===== src/rtl/axis_tx_pkt_gen_pkg.sv =====
// Shared definitions for the AXI-Stream TX frame generator.
// Covers state encodings, length limits, the LFSR tap mask and the strobe/clamp/LFSR helpers.
package axis_tx_pkt_gen_pkg;

  localparam logic [2:0] ST_IDLE = 3'd0;
  localparam logic [2:0] ST_LOAD = 3'd1;
  localparam logic [2:0] ST_SEND = 3'd2;
  localparam logic [2:0] ST_GAP  = 3'd3;
  localparam logic [2:0] ST_DONE = 3'd4;

  typedef enum logic [2:0] {
    IDLE = ST_IDLE,
    LOAD = ST_LOAD,
    SEND = ST_SEND,
    GAP  = ST_GAP,
    DONE = ST_DONE
  } state_t;

  localparam logic [15:0] MIN_LEN   = 16'd60;
  localparam logic [15:0] MAX_LEN   = 16'd1514;
  localparam logic [15:0] ETHERTYPE = 16'h0800;

  // Galois right-shift mask for x^32 + x^22 + x^2 + x + 1
  localparam logic [31:0] LFSR_TAPS = 32'h8020_0003;

  function automatic logic [15:0] clamp_len(input logic [15:0] len);
    if (len < MIN_LEN)      return MIN_LEN;
    else if (len > MAX_LEN) return MAX_LEN;
    else                    return len;
  endfunction

  function automatic logic [7:0] last_strb(input logic [2:0] rem);
    return (rem == 3'd0) ? 8'hFF : 8'((9'h001 << rem) - 9'h001);
  endfunction

  function automatic logic [31:0] lfsr_step(input logic [31:0] s);
    return s[0] ? ((s >> 1) ^ LFSR_TAPS) : (s >> 1);
  endfunction

endpackage


===== src/rtl/axis_tx_pkt_gen_if.sv =====
// TX client stream towards the LMAC (tx_axis_mac_*).
interface axis_tx_pkt_gen_if;
  logic [63:0] tx_axis_mac_tdata;
  logic        tx_axis_mac_tvalid;
  logic        tx_axis_mac_tlast;
  logic        tx_axis_mac_tuser;
  logic [7:0]  tx_axis_mac_tstrb;
  logic        tx_axis_mac_tready;

  modport master (
    output tx_axis_mac_tdata, tx_axis_mac_tvalid, tx_axis_mac_tlast,
    output tx_axis_mac_tuser, tx_axis_mac_tstrb,
    input  tx_axis_mac_tready
  );

  modport slave (
    input  tx_axis_mac_tdata, tx_axis_mac_tvalid, tx_axis_mac_tlast,
    input  tx_axis_mac_tuser, tx_axis_mac_tstrb,
    output tx_axis_mac_tready
  );
endinterface


===== src/rtl/axis_tx_pkt_gen_lfsr32.sv =====
// lmac_lfsr32: 32-bit payload LFSR; presents two consecutive states and steps by two per enable.
module lmac_lfsr32
  import axis_tx_pkt_gen_pkg::*;
(
  input  logic        clk,
  input  logic        rst_n,
  input  logic        load,
  input  logic        en,
  input  logic [31:0] seed,
  output logic [31:0] word_lo,
  output logic [31:0] word_hi
);

  logic [31:0] lfsr_q, lfsr_d;

  assign word_lo = lfsr_q;
  assign word_hi = lfsr_step(lfsr_q);

  // All-zero state would lock the register, so a zero seed maps to 1
  always_comb begin
    lfsr_d = lfsr_q;
    if (load)    lfsr_d = (seed == '0) ? 32'h1 : seed;
    else if (en) lfsr_d = lfsr_step(word_hi);
  end

  always_ff @(posedge clk or negedge rst_n) begin
    if (!rst_n) lfsr_q <= 32'h1;
    else        lfsr_q <= lfsr_d;
  end

endmodule


===== src/rtl/axis_tx_pkt_gen.sv =====
// AXI-Stream frame generator for the LMAC TX client port.
// Define AXIS_PKT_GEN_LFSR_EN for LFSR payload; otherwise payload is a seeded beat counter.
module axis_tx_pkt_gen
  import axis_tx_pkt_gen_pkg::*;
#(
  parameter int unsigned DATA_WIDTH = 64,
  parameter int unsigned LEN_WIDTH  = 16,
  parameter int unsigned IFG_WIDTH  = 8
) (
  input  logic                  clk,
  input  logic                  reset_,
  input  logic                  gen_en_wr,
  input  logic [LEN_WIDTH-1:0]  cfg_pkt_len,
  input  logic [LEN_WIDTH-1:0]  cfg_pkt_cnt,
  input  logic [IFG_WIDTH-1:0]  cfg_ifg,
  input  logic [31:0]           cfg_seed,
  axis_tx_pkt_gen_if.master     tx,
  output logic                  gen_busy,
  output logic                  gen_done,
  output logic [31:0]           pkt_sent_cnt
);

  state_t                 state_q, state_d;
  logic                   en_q;
  logic [LEN_WIDTH-1:0]   last_idx_q, last_idx_d;
  logic [2:0]             rem_q, rem_d;
  logic [LEN_WIDTH-1:0]   cnt_q, cnt_d;
  logic [IFG_WIDTH-1:0]   ifg_q, ifg_d;
  logic [IFG_WIDTH-1:0]   gap_q, gap_d;
  logic [31:0]            seed_q, seed_d;
  logic [LEN_WIDTH-1:0]   beat_q, beat_d;
  logic [LEN_WIDTH-1:0]   seq_q, seq_d;
  logic [31:0]            sent_q, sent_d;
  logic [15:0]            len_c;

  logic                   send;
  logic                   is_last;
  logic [7:0]             strb;
  logic [DATA_WIDTH-1:0]  byte_mask;
  logic [DATA_WIDTH-1:0]  payload;
  logic [DATA_WIDTH-1:0]  raw;

  assign send    = (state_q == SEND);
  assign is_last = (beat_q == last_idx_q);

`ifdef AXIS_PKT_GEN_LFSR_EN
  logic [31:0] lfsr_lo, lfsr_hi;

  lmac_lfsr32 u_lfsr (
    .clk     (clk),
    .rst_n   (reset_),
    .load    (state_q == LOAD),
    .en      (send && tx.tx_axis_mac_tready && (beat_q != '0)),
    .seed    (cfg_seed),
    .word_lo (lfsr_lo),
    .word_hi (lfsr_hi)
  );

  assign payload = {lfsr_hi, lfsr_lo};
`else
  logic [31:0] word;

  assign word    = seed_q + 32'(beat_q);
  assign payload = {word, word};
`endif

  always_comb begin
    state_d    = state_q;
    last_idx_d = last_idx_q;
    rem_d      = rem_q;
    cnt_d      = cnt_q;
    ifg_d      = ifg_q;
    gap_d      = gap_q;
    seed_d     = seed_q;
    beat_d     = beat_q;
    seq_d      = seq_q;
    sent_d     = sent_q;
    len_c      = clamp_len(cfg_pkt_len);
    unique case (state_q)
      IDLE: if (gen_en_wr && !en_q) state_d = LOAD;
      LOAD: begin
        last_idx_d = ((len_c + 16'd7) >> 3) - 16'd1;
        rem_d      = len_c[2:0];
        cnt_d      = cfg_pkt_cnt;
        ifg_d      = cfg_ifg;
        seed_d     = cfg_seed;
        beat_d     = '0;
        seq_d      = '0;
        state_d    = SEND;
      end
      SEND: if (tx.tx_axis_mac_tready) begin
        if (is_last) begin
          beat_d = '0;
          seq_d  = seq_q + 1'b1;
          sent_d = sent_q + 1'b1;
          // Run completion wins over enable drop, which wins over the gap
          if ((cnt_q != '0) && (seq_d == cnt_q)) state_d = DONE;
          else if (!gen_en_wr)                   state_d = IDLE;
          else if (ifg_q != '0) begin
            state_d = GAP;
            gap_d   = ifg_q;
          end
        end else begin
          beat_d = beat_q + 1'b1;
        end
      end
      GAP: begin
        if (!gen_en_wr)                     state_d = IDLE;
        else if (gap_q == IFG_WIDTH'(1))    state_d = SEND;
        else                                gap_d   = gap_q - 1'b1;
      end
      DONE: if (!gen_en_wr) state_d = IDLE;
      default: state_d = IDLE;
    endcase
  end

  always_comb begin
    strb = is_last ? last_strb(rem_q) : 8'hFF;
    for (int unsigned i = 0; i < 8; i++) byte_mask[i*8 +: 8] = {8{strb[i]}};
    raw = (beat_q == '0) ? {ETHERTYPE, seq_q[15:0], seed_q} : payload;
  end

  assign tx.tx_axis_mac_tvalid = send;
  assign tx.tx_axis_mac_tdata  = send ? (raw & byte_mask) : '0;
  assign tx.tx_axis_mac_tstrb  = send ? strb : '0;
  assign tx.tx_axis_mac_tlast  = send && is_last;
  assign tx.tx_axis_mac_tuser  = 1'b0;

  assign gen_busy     = (state_q == LOAD) || send || (state_q == GAP);
  assign gen_done     = (state_q == DONE);
  assign pkt_sent_cnt = sent_q;

  always_ff @(posedge clk or negedge reset_) begin
    if (!reset_) begin
      state_q    <= IDLE;
      en_q       <= 1'b0;
      last_idx_q <= '0;
      rem_q      <= '0;
      cnt_q      <= '0;
      ifg_q      <= '0;
      gap_q      <= '0;
      seed_q     <= '0;
      beat_q     <= '0;
      seq_q      <= '0;
      sent_q     <= '0;
    end else begin
      state_q    <= state_d;
      en_q       <= gen_en_wr;
      last_idx_q <= last_idx_d;
      rem_q      <= rem_d;
      cnt_q      <= cnt_d;
      ifg_q      <= ifg_d;
      gap_q      <= gap_d;
      seed_q     <= seed_d;
      beat_q     <= beat_d;
      seq_q      <= seq_d;
      sent_q     <= sent_d;
    end
  end

endmodule


===== src/flat_wrapper.sv =====
// flat-port wrapper written by rule: the top's interface ports become plain ports
module axis_tx_pkt_gen_flat import axis_tx_pkt_gen_pkg::*;
#(
  parameter int unsigned DATA_WIDTH = 64,
  parameter int unsigned LEN_WIDTH  = 16,
  parameter int unsigned IFG_WIDTH  = 8
)
  (clk, reset_, gen_en_wr, cfg_pkt_len, cfg_pkt_cnt, cfg_ifg, cfg_seed, gen_busy, gen_done, pkt_sent_cnt, tx_tx_axis_mac_tdata, tx_tx_axis_mac_tvalid, tx_tx_axis_mac_tlast, tx_tx_axis_mac_tuser, tx_tx_axis_mac_tstrb, tx_tx_axis_mac_tready);
  axis_tx_pkt_gen_if tx_i ();
  input  logic clk;
  input  logic reset_;
  input  logic gen_en_wr;
  input  logic [LEN_WIDTH-1:0] cfg_pkt_len;
  input  logic [LEN_WIDTH-1:0] cfg_pkt_cnt;
  input  logic [IFG_WIDTH-1:0] cfg_ifg;
  input  logic [31:0] cfg_seed;
  output logic gen_busy;
  output logic gen_done;
  output logic [31:0] pkt_sent_cnt;
  output wire logic [$bits(tx_i.tx_axis_mac_tdata)-1:0] tx_tx_axis_mac_tdata;
  output wire logic [$bits(tx_i.tx_axis_mac_tvalid)-1:0] tx_tx_axis_mac_tvalid;
  output wire logic [$bits(tx_i.tx_axis_mac_tlast)-1:0] tx_tx_axis_mac_tlast;
  output wire logic [$bits(tx_i.tx_axis_mac_tuser)-1:0] tx_tx_axis_mac_tuser;
  output wire logic [$bits(tx_i.tx_axis_mac_tstrb)-1:0] tx_tx_axis_mac_tstrb;
  input wire logic [$bits(tx_i.tx_axis_mac_tready)-1:0] tx_tx_axis_mac_tready;
  assign tx_tx_axis_mac_tdata = tx_i.tx_axis_mac_tdata;
  assign tx_tx_axis_mac_tvalid = tx_i.tx_axis_mac_tvalid;
  assign tx_tx_axis_mac_tlast = tx_i.tx_axis_mac_tlast;
  assign tx_tx_axis_mac_tuser = tx_i.tx_axis_mac_tuser;
  assign tx_tx_axis_mac_tstrb = tx_i.tx_axis_mac_tstrb;
  assign tx_i.tx_axis_mac_tready = tx_tx_axis_mac_tready;
  axis_tx_pkt_gen #(.DATA_WIDTH(DATA_WIDTH), .LEN_WIDTH(LEN_WIDTH), .IFG_WIDTH(IFG_WIDTH)) u_core (.clk(clk), .reset_(reset_), .gen_en_wr(gen_en_wr), .cfg_pkt_len(cfg_pkt_len), .cfg_pkt_cnt(cfg_pkt_cnt), .cfg_ifg(cfg_ifg), .cfg_seed(cfg_seed), .tx(tx_i), .gen_busy(gen_busy), .gen_done(gen_done), .pkt_sent_cnt(pkt_sent_cnt));
endmodule

===== config.mk =====
export PLATFORM = sky130hd
export DESIGN_NAME = axis_tx_pkt_gen_flat
export DESIGN_NICKNAME = d
export VERILOG_FILES = /design/src/rtl/axis_tx_pkt_gen_pkg.sv /design/src/rtl/axis_tx_pkt_gen_if.sv /design/src/rtl/axis_tx_pkt_gen_lfsr32.sv /design/src/rtl/axis_tx_pkt_gen.sv /design/src/flat_wrapper.sv
export SDC_FILE = /design/constraint.sdc
export NUM_CORES = 1
export LEC_CHECK = 0
export CELL_PAD_IN_SITES_DETAIL_PLACEMENT = 1
export CELL_PAD_IN_SITES_GLOBAL_PLACEMENT = 1
export CORE_UTILIZATION = 40
export CTS_CLUSTER_DIAMETER = 80
export DETAILED_ROUTE_END_ITERATION = 8
export HOLD_SLACK_MARGIN = 0.05
export PLACE_DENSITY = 0.92
export SYNTH_ARGS = -nofsm -noshare
export SYNTH_HDL_FRONTEND = slang
export SYNTH_SLANG_ARGS = --single-unit

===== constraint.sdc =====
create_clock -name clk -period 3.8 [get_ports clk]
set_input_delay 0.38 -clock clk [delete_from_list [all_inputs] [get_ports clk]]
set_output_delay 0.38 -clock clk [all_outputs]
set_load 0.05 [all_outputs]

* Yosys cells after proc, flatten, opt, wreduce, memory -nomap -nowiden *
Index checks and enable logic that the tools add are counted.

storage, ports and cells
  register bits after elaboration = 151
  bits of input ports = 76
  output and inout port bits = 109
  word-level logic and storage cells = 90

cells by class
  add/subtract/negate cells = 8
  order comparisons = 2
  eq/ne operators = 18
  shift-type cells = 1
  multiplexer cells = 31
  bitwise gates (word level) = 1
  reductions and logical operators = 18

operators with widths
  kind                   number
  $mux 64                2
  $mux 16                6
  $mux 8                 10
  $and 64x64->64         1
  $pmux 16 s2            2
  $add 16x1->16 const B  2
  $add 32x1->32 const B  1
  $add 32x16->32         1
  $eq 16x16->1           2
  $mux 3                 9
  $add 16x3->16 const B  1
  $gt 16x11->1 const B   1
  $logic_not 16->1       1
  $lt 16x6->1 const B    1
  $ne 2x2->1 const B     8
  $pmux 8 s2             1
  $reduce_bool 16->1     1
  $sub 8x1->8 const B    2
  $pmux 3 s5             1
  $sub 13x1->14 const B  1
  $eq 8x1->1 const B     1
  $reduce_and 8->1       1
  $reduce_bool 8->1      1
  $shl 1x3->8 const A    1
  14 further kinds       21

* Depth between registers and ports, before layout *
  depth after elaboration = 7
  depth in mapped cells = 11
  depth with buffers taken out = 10

* Least setup slack after synthesis *
No wires, ideal clock.

  kind = reg-to-output
  start = reg u_core.beat_q[15]
  end = out tx_tx_axis_mac_tdata[43]
  arrival time = 3.879 ns
  data required time = 3.420 ns
  slack = -0.459 ns
  cell stages (with the launch flop) = 9
  buffers on the path = 1
  path through = dfrtp_1 -> and3_1 -> mux2i_1 -> nor3_2 -> and2_1 -> clkbuf_1 -> a21oi_1 -> a31oi_2 -> nor4_1

between the ends
  cells in the longest elaborated chain, start to end = 4
  elaborated cells on any way between the ends = 6
  those cells by class = eq/ne: 1; mux: 3; bitwise: 1; reduce/logical: 1

ends and longest elaborated chain
  element                                                  line                                            text
  start: declaration                                       axis_tx_pkt_gen.sv:31                           logic [LEN_WIDTH-1:0] beat_q, beat_d;
  start signal: assignment                                 axis_tx_pkt_gen.sv:155                          beat_q <= beat_d;
  $eq 16x16->1 / $logic_not 16->1 (equally long branches)  axis_tx_pkt_gen.sv:44, axis_tx_pkt_gen.sv:120
  $mux 8 / $mux 64 (equally long branches)                 axis_tx_pkt_gen.sv:118, axis_tx_pkt_gen.sv:120
  $and 64x64->64 *                                         axis_tx_pkt_gen.sv:124                          assign tx.tx_axis_mac_tdata = send ? (raw & byte_mask) : '0;
  $mux 64 *                                                axis_tx_pkt_gen.sv:124
  end: declaration                                         flat_wrapper.sv:20                              output wire logic [$bits(tx_i.tx_axis_mac_tdata)-1:0] tx_tx_axis_mac_tdata;

Mark *: on every way between the ends. The rest lies on a longest branch, timed or not.

* Worst setup path after layout *
  start = reg u_core.beat_q[0]
  end = out tx_tx_axis_mac_tdata[40]

between the ends
  cells in the longest elaborated chain, start to end = 4
  elaborated cells on any way between the ends = 7
  those cells by class = add/sub: 1; eq/ne: 1; mux: 3; bitwise: 1; reduce/logical: 1

ends and longest elaborated chain
  element                                       line                                            text
  $add 32x16->32, or another cell as far along  axis_tx_pkt_gen.sv:63                           assign word = seed_q + 32'(beat_q);
  $mux 64 / $mux 8 (equally long branches)      axis_tx_pkt_gen.sv:120, axis_tx_pkt_gen.sv:118
  $and 64x64->64 *                              axis_tx_pkt_gen.sv:124
  $mux 64 *                                     axis_tx_pkt_gen.sv:124

Marks and branches as above.

==> metrics.yaml <==
total_power_w: 0.0128
cp_num_buf_inv: 2
die_y_um: 159
cts-root-buf: "clkbuf_16"
cts_tree: "done"
gp_congestion: 0.924
clock_sinks: 149
hold_class: "input pin to register"
comb_power_share: 0.645
detailed_place_hpwl_um: 25700
ant_nets: 0
final_cell_area_um2: 13300
synth_area_per_cell_um2: 8.36
vdd_drop_max_mv: 1.06
cp.depth: 12
synth_top_family_by_area: "simple AND/OR/NAND/NOR gates"
relSlewSlack: 0.143
dp.cells: 1658
antenna_found_initial: 0
grt_pass1_wl_um: 58300
num-nets-final: 1457
cp.arrival_ns: 3.32
port_buffers: 183
ys_seq_elements: 149
synth.top_cell.area_share: 0.377
synth.cell_area_um2: 9900
initial_core_util: 0.407
crit_fanout: 3
reg2reg_depth: 9
pwr-share-clk: 0.145
final_cells: 1694
synthDistinctLibCells: 91
path_class: "register to output pin"
outcome: "completed"
vias: 9965
core_area_um2: 24300
path_common_cell: "a21oi_1"
async_flop_share: 1.00
min_period_ns: 3.70
firstDrtPassIters: 6
hold_viol: 0
cpMaxStageDelayCell: "dfrtp_1"
maxCapViolations: 0
synthAdderAreaFrac: 0.0311
critical_path.startpoint_type: "register"
placed_area_um2: 12500
yosysSeqAreaShare: 0.377
yosys_warnings: 0
wl_um: 37300
slew_violations: 0
synth.area.top_cells: "dfrtp_1 38%, nand2_1 10%, xnor2_1 6.6%, xor2_1 4.8%, nor2_1 3.9%"
synth-simple-area-share: 0.278
synth_xor_area_frac: 0.114
cellPowerDensity_nw_per_um2: 961
path_cells: "ha_1 > fa_2 > a21oi_2 > o21bai_2 > a2111oi_4 > buf_4 > nor2_1 > a21oi_1 > xnor2_1 > nand2_1 > a21oi_1 > buf_12"
crit_required_ns: 3.42
synth_cells: 1184
synth_flop_cell: "dfrtp_1"
synth_edf_count: 0
num_antenna_cells: 0
p_seq_frac: 0.210
die_width_um: 159
h-tree-depth: 4
tightest_slew_ns: 1.28
synth_most_common_cell: "nand2_1"
grt.total_usage: 0.293
cts_buffers: 17
clockBufferDepth: 2
rsz0062_at_grt: "false"
p_int_w: 0.00610
cp_top_family: "compound AO/OA/AOI/OAI gates"
drc_errors: 0
finalClockSkew_ns: 0.0157
p_leak_nw: 5.72
dp_worst_setup_slack_ns: 0.251
viasPerCell: 5.88
path_clk_slew_ns: 0.07
synth.area.mux_share: 0.00316
fmax_ghz: 0.270
hold_depth: 3
die-area_um2: 25400
slowest_delay_ns: 0.40
synth_top_cell_by_area: "dfrtp_1"
placementRows: 57
clock_latency_ns: 0.44
synthToLayoutAreaGrowth_pct: 34.8
wl_per_cell_um: 22.0
grt.overflow.total: 0
end_kind: "output pin"
drive_above_1_share: 0.153
io_pins: 185
setup_viol: 0
utilization: 0.548
switching_share: 0.524
postSynthNetCount: 1284
grt_max_degree: 92
fin_ws_ns: 0.0977
drt_iter0_drc: 821
synth_common_cells: "268 x nand2_1, 149 x dfrtp_1, 103 x nor2_1"
p_sw_w: 0.00672
grt_pass1_vias: 10400
period_share: 0.974
synth_compound_area_frac: 0.156
[worst reg2reg max path: cells and delay by family, from the launching register on]
kind / cells / cell delay (ns)
flip-flops: 1 / 0.53
adder cells (fa/ha/maj): 1 / 0.34
AND/OR/NAND/NOR: 4 / 1.10
AO/OA/AOI/OAI: 4 / 1.10
[per-stage QoR]
stage          hold WS (ns)  setup TNS (ns)
3_5_place_dp          0.471               0
3_3_place_gp          0.456               0
5_1_grt               0.460               0
6_report              0.459               0
2_1_floorplan        0.0844          -0.366
4_1_cts               0.457               0
[flip-flops by register name, indices dropped and copies added, names as in the netlist]
signal,count
u_core.beat_q,16
u_core.cnt_q,16
u_core.en_q,1
u_core.gap_q,8
u_core.ifg_q,8
u_core.last_idx_q,14
u_core.pkt_sent_cnt,32
u_core.rem_q,3
u_core.seed_q,32
u_core.seq_q,16
u_core.state_q,3
[path summary, 6_finish.rpt]
path	startpoint	end	slack (ns)
max	u_core.beat_q[0]$_DFFE_PN0P_	tx_tx_axis_mac_tdata[40]	0.1
max in group asynchronous	reset_	u_core.seed_q[20]$_DFFE_PN0P_	2.31
max reg2reg	u_core.seq_q[0]$_DFFE_PN0P_	u_core.gap_q[3]$_DFFE_PN0P_	0.59
min	cfg_seed[9]	u_core.seed_q[9]$_DFFE_PN0P_	0.46
min in group asynchronous	reset_	u_core.pkt_sent_cnt[10]$_DFFE_PN0P_	0.59
min reg2reg	u_core.pkt_sent_cnt[31]$_DFFE_PN0P_	u_core.pkt_sent_cnt[31]$_DFFE_PN0P_	0.48
[per-layer routing]
metal  routed length, µm  up-vias  global-route usage
li1                    -     4464                   -
met1               15300     4961               0.366
met2               18500      436               0.495
met3                2200      104              0.0557
met4                1280        0               0.122
met5                   0        -                   0
[cell families after synthesis]
logic type | after synthesis
flops | 149
xor+xnor | 129
mux | 3
buf+inv | 86
simple gates | 570
fa+ha+maj | 24
compound gates | 222
other cells | 1
[what timing repair did]
action	4_1_cts	5_1_grt
resized for setup	19	34
pin swaps	6	5
endpoints found under the setup margin	40	53
hold buffers	1	0
hold endpoints to repair	2	0
buffers inserted	2	1
[power groups by stage]
stage	Clock, W	Sequential (W)	Combinational (W)
2_1_floorplan	0	0.00237	0.00470
3_3_place_gp	0	0.00261	0.00769
3_5_place_dp	0	0.00265	0.00789
4_1_cts	0.00188	0.00265	0.00804
5_1_grt	0.00195	0.00274	0.00862
6_report	0.00187	0.00269	0.00827
[final cells by class]
cell class | instances | area, µm²
fillers | 2775 | 11000
well taps | 324 | 405
inverters | 28 | 105
clock buffers | 17 | 425
flip-flops and latches | 149 | 3730
multi-input cells | 949 | 5990
repair buffers | 212 | 2460
clock inverters | 15 | 213
[layout by cell type, fill, tap and decap left out, drive strengths merged, types with 16 or more instances in the layout]
cell	netlist	final
a21oi	57	57
o31ai	16	16
dfrtp	149	149
nor2	105	105
ha	23	23
buf	13	94
nand3	38	38
xor2	54	54
clkbuf	44	17
nand4	27	27
nand2	269	269
and3	18	18
nor3	32	32
clkdlybuf4s50	0	115
inv	28	36
o21ai	57	57
xnor2	75	75
No activity file was read; power rests on OpenSTA's default activity.
